$ cat src/rtl/mem_bus_if.sv
// MAR/MDR memory interface: latches address/data from the datapath bus and runs
// a req/ack handshake with variable-latency memory, with bounded timeout and sticky error.
module mem_bus_if #(
   parameter int unsigned DATA_W  = 32,
   parameter int unsigned ADDR_W  = 9,
   parameter int unsigned TIMEOUT = 15
) (
   input  logic              clk,
   input  logic              reset,
   input  logic [DATA_W-1:0] bus_in,
   input  logic              mar_in,
   input  logic              mdr_in,
   input  logic              rd_req,
   input  logic              wr_req,
   output logic [DATA_W-1:0] mdr_out,
   output logic              busy,
   output logic              done,
   output logic              err,
   output logic [ADDR_W-1:0] mem_addr,
   output logic [DATA_W-1:0] mem_wdata,
   output logic              mem_req,
   output logic              mem_we,
   input  logic              mem_ack,
   input  logic [DATA_W-1:0] mem_rdata
);

   localparam int unsigned CNT_W   = (TIMEOUT < 1) ? 1 : $clog2(TIMEOUT + 1);
   localparam int unsigned TO_LAST = (TIMEOUT == 0) ? 0 : TIMEOUT - 1;

   typedef enum logic [1:0] {
      IDLE = 2'd0,
      REQ  = 2'd1,
      DONE = 2'd2
   } state_t;

   state_t             state, state_nxt;
   logic [ADDR_W-1:0]  mar, mar_nxt;
   logic [DATA_W-1:0]  mdr, mdr_nxt;
   logic [CNT_W-1:0]   cnt, cnt_nxt;
   logic               req_nxt, we_nxt, busy_nxt, done_nxt, err_nxt;

   assign mem_addr  = mar;
   assign mem_wdata = mdr;
   assign mdr_out   = mdr;

   always_ff @(posedge clk) begin
      if (reset) begin
         state   <= IDLE;
         mar     <= '0;
         mdr     <= '0;
         cnt     <= '0;
         mem_req <= 1'b0;
         mem_we  <= 1'b0;
         busy    <= 1'b0;
         done    <= 1'b0;
         err     <= 1'b0;
      end else begin
         state   <= state_nxt;
         mar     <= mar_nxt;
         mdr     <= mdr_nxt;
         cnt     <= cnt_nxt;
         mem_req <= req_nxt;
         mem_we  <= we_nxt;
         busy    <= busy_nxt;
         done    <= done_nxt;
         err     <= err_nxt;
      end
   end

   // Next state and next registered outputs; every output flop is computed here.
   always_comb begin
      state_nxt = state;
      mar_nxt   = mar;
      mdr_nxt   = mdr;
      cnt_nxt   = cnt;
      req_nxt   = mem_req;
      we_nxt    = mem_we;
      busy_nxt  = busy;
      done_nxt  = 1'b0;
      err_nxt   = err;

      case (state)
         IDLE: begin
            if (mar_in) mar_nxt = bus_in[ADDR_W-1:0];
            if (mdr_in) mdr_nxt = bus_in;
            if (rd_req || wr_req) begin
               state_nxt = REQ;
               req_nxt   = 1'b1;
               we_nxt    = wr_req;
               busy_nxt  = 1'b1;
               err_nxt   = 1'b0;
               cnt_nxt   = '0;
            end
         end
         REQ: begin
            // An ack in the timeout cycle still wins, so it is tested first.
            if (mem_ack) begin
               if (!mem_we) mdr_nxt = mem_rdata;
               state_nxt = DONE;
               req_nxt   = 1'b0;
               done_nxt  = 1'b1;
            end else begin
               if (cnt != {CNT_W{1'b1}}) cnt_nxt = cnt + CNT_W'(1);
               if ((TIMEOUT != 0) && (cnt == CNT_W'(TO_LAST))) begin
                  err_nxt   = 1'b1;
                  state_nxt = DONE;
                  req_nxt   = 1'b0;
                  done_nxt  = 1'b1;
               end
            end
         end
         DONE: begin
            state_nxt = IDLE;
            cnt_nxt   = '0;
            we_nxt    = 1'b0;
            busy_nxt  = 1'b0;
         end
         default: begin
            state_nxt = IDLE;
            req_nxt   = 1'b0;
            busy_nxt  = 1'b0;
         end
      endcase
   end

endmodule
$ cat config.mk
export PLATFORM = sky130hd
export DESIGN_NAME = mem_bus_if
export DESIGN_NICKNAME = d
export VERILOG_FILES = /design/src/rtl/mem_bus_if.sv
export SDC_FILE = /design/constraint.sdc
export NUM_CORES = 1
export LEC_CHECK = 0
export ABC_AREA = 0
export CELL_PAD_IN_SITES_DETAIL_PLACEMENT = 1
export CELL_PAD_IN_SITES_GLOBAL_PLACEMENT = 1
export CORE_ASPECT_RATIO = 1.1
export CORE_MARGIN = 10
export CORE_UTILIZATION = 24
export DETAILED_ROUTE_END_ITERATION = 7
export HOLD_SLACK_MARGIN = 0.12
export PLACE_DENSITY_LB_ADDON = 0.1
export SLEW_MARGIN = 20
export SYNTH_ARGS = -nofsm -noshare
export SYNTH_HDL_FRONTEND = slang
export SYNTH_SLANG_ARGS = --single-unit
$ cat constraint.sdc
create_clock -name clk -period 3.4 [get_ports clk]
set_input_delay 0.34 -clock clk [delete_from_list [all_inputs] [get_ports clk]]
set_output_delay 0.34 -clock clk [all_outputs]
set_load 0.02 [all_outputs]
==> metrics.txt <==
Register-to-Register Setup Slack=roughly 1.4 ns; ys flop type=dfxtp_1; Max Fclk=0.496 GHz; H-tree Lvls=2; area share of the largest cell type after synthesis=0.378; Setup WS pre-CTS=between 1 and 1.5 ns; Clock Sinks=52; CTS tree=yes; RSZ-0062 raised after global routing=no; number of synthesized flops with an enable pin=0; worst vdd ir=between 200 and 250 µV; Worst Clk Skew=between 0.004 and 0.005 ns; Worst Path Required=3.60 ns; number of routed nets with antenna violations=0; area leader, netlist=dfxtp_1; maximum buffer depth of the clock tree=2; post-synth cell types=32; nets=between 400 and 500; post_cts resized=0; total global routing overflow=0; final worst-path cycle share=0.593; # setup viols final=0; largest family of logic cells by synthesized area=simple AND/OR/NAND/NOR gates; worst r2r dst=cnt[3]$_SDFFE_PP0P_; Avg Vias per Cell=about 4.6; Die Y=132 µm; most common cell in the netlist=nand2_1; DR WL/cell=roughly 18 µm; number of global-route vias before repair=between 2000 and 3000; mux contribution to synthesized area=0.0368; register area share after synthesis=0.378; crit-path cells=nor2b_4, o21ai_0, a211oi_1; Die W=around 120 µm; CP startpoint kind=flop; Initial Util=0.243; Worst-Margin Slew=between 0.9 and 1 ns; final hold vios=0; Post-Route WL=roughly 10 mm; top post-synthesis cells by count=nand2_1 (66), dfxtp_1 (52), nor3_1 (36), buf_4 (32), a311oi_2 (30); Gate Count Post-Synth=307; TNS Setup=0 ns; average size of a mapped cell=between 8 and 9 µm²; hold_sp=err$_SDFFE_PP0P_; cts bufs inserted=5; core region area=approximately 0.011 mm²; Min-Delay Path Class=flop to flop; FF-to-FF path depth=3; Post-Syn Area=0.00276 mm²; initial DRC count=76; Final Util=0.376; initial antenna violation count=0; Max-slew headroom=0.372; crit-path max FO=34; largest net degree at the start of global routing=41; site row count=41; Post CTS Setup Buffer Count=0; Synth Net Count=380; drt pass-1 iters=4; n_diodes=0; leakage=about 1.5 nW; worst r2r src=state[0]$_SDFFE_PP0P_; Ys Warns=0; WHS Path Cells=2; WP data arrival=2.22 ns; Worst path max stage delay=between 0.8 and 0.9 ns; I/O Buffers=roughly 150; Fillers=approximately 1300; Die ar.=roughly 0.016 mm²; Compound-Gate Fraction of Synth Area=0.204; DRC Markers=0; minimum clock period=2.02 ns; first-pass GRT wire length=15.8 mm; via total after detailed routing=around 2500; post-synthesis simple-gate area fraction=0.225; hold buffer count at cts=0; I/O pin count=approximately 150; gr usage total=0.123; Post-Synth Adder-Cell Area=0.00908; critical path capture point type=flop; share of layout cells above drive strength 1=0.125; clk_lat worst skew=a little under 0.3 ns; Max Cap Viol=0; routability cong.=0.695; status=complete, no violations; share of synthesized registers carrying an async set or reset=0; CTS Root Cell=clkbuf_16; Hold Path End=err$_SDFFE_PP0P_; final worst setup slack=approximately 1.4 ns; Power, Total=2.01 mW; highest-delay cell along the critical path=nor2b_4; PD cells=roughly 470 mW/mm²; Post-Synth XOR/XNOR Area=0; Clk pin slew, worst setup/hold paths=approximately 0.070 ns; area added between synthesis and finish=54.7%; #FFs+latches synth=52; fin. max-slew vios=0; Post-DP HPWL=7.53 mm; critical path class=flop to flop; top post-synthesis cells by area=dfxtp_1 (38%), a311oi_2 (16%), nand2_1 (9.0%)
[power breakdown]
group,internal [mW],switching [mW]
clock,0.346,0.237
sequential,0.671,0.0536
combinational,0.348,0.358
[flip-flops by register name, summed over array words and instances, names as in the netlist]
| signal | count |
|---|---|
| mdr_out | 32 |
| mem_addr | 9 |
| cnt | 4 |
| state | 2 |
| busy | 1 |
| done | 1 |
| err | 1 |
| mem_req | 1 |
| mem_we | 1 |
[cell type report]
class,count,area [µm²],share of cell area
repair buffers,154,1530,0.360
multi-input cells,193,1330,0.311
flip-flops and latches,52,1040,0.244
well taps,150,188,0.0440
clock buffers,5,125,0.0293
clock inverters,3,42.5,0.00997
inverters,2,7.51,0.00176
[cell families after synthesis]
family / after synthesis
AOI/OAI and AO/OA: 46
muxes: 10
buffers and inverters: 62
and+or+nand+nor: 135
adders and majority gates: 2
DFF: 52
[worst max-delay path by stage]
| stage | start | to | slack (ns) | depth (start not counted) |
|---|---|---|---|---|
| after floorplan | mem_we$_SDFFE_PP0P_ | mdr_out[10]$_SDFFE_PP0P_ | 1.86 | 6 |
| after global placement | mem_ack | mdr_out[0]$_SDFFE_PP0P_ | 1.22 | 5 |
| after detailed placement | mem_ack | mdr_out[30]$_SDFFE_PP0P_ | 1.20 | 5 |
| after CTS | state[0]$_SDFFE_PP0P_ | cnt[3]$_SDFFE_PP0P_ | 1.28 | 3 |
| after global routing | state[0]$_SDFFE_PP0P_ | cnt[3]$_SDFFE_PP0P_ | 1.16 | 3 |
| final | state[0]$_SDFFE_PP0P_ | cnt[3]$_SDFFE_PP0P_ | 1.38 | 3 |
[per-stage QoR]
stage | instance area [µm²] | hold WS, ns | instances
floorplan | 2760 | 0.487 | 307
global placement | 4100 | 0.464 | 551
detailed placement | 4100 | 0.462 | 551
CTS | 4270 | 0.473 | 559
global route | 4270 | 0.514 | 559
finish | 4270 | 0.470 | 559
[layer usage]
layer | track usage | share of wire
met1 | 0.138 | 0.42
met2 | 0.217 | 0.50
met3 | 0.0420 | 0.069
met4 | 0.0295 | 0.0080
met5 | 0 | 0
[critical path, delay by kind of cell (launching register included)]
kind / cells / cell delay (ns)
AND/OR/NAND/NOR: 1 / 0.83
AO/OA/AOI/OAI: 2 / 0.48
flip-flops: 1 / 0.61
[placed cells by master, fill, tap and decap left out, types with 2 or more instances in the layout]
master           instances
clkdlybuf4s50_1        147
nand2_1                 66
dfxtp_1                 52
nor3_1                  36
a311oi_2                30
nor2_1                  13
mux2i_1                  9
nand2b_1                 6
a21oi_1                  5
clkbuf_16                5
buf_4                    5
nand3_1                  3
a311oi_1                 3
inv_1                    2
nor3b_2                  2
or3_1                    2
o31ai_1                  2
ha_1                     2
No activity file was read; power rests on OpenSTA's default activity.
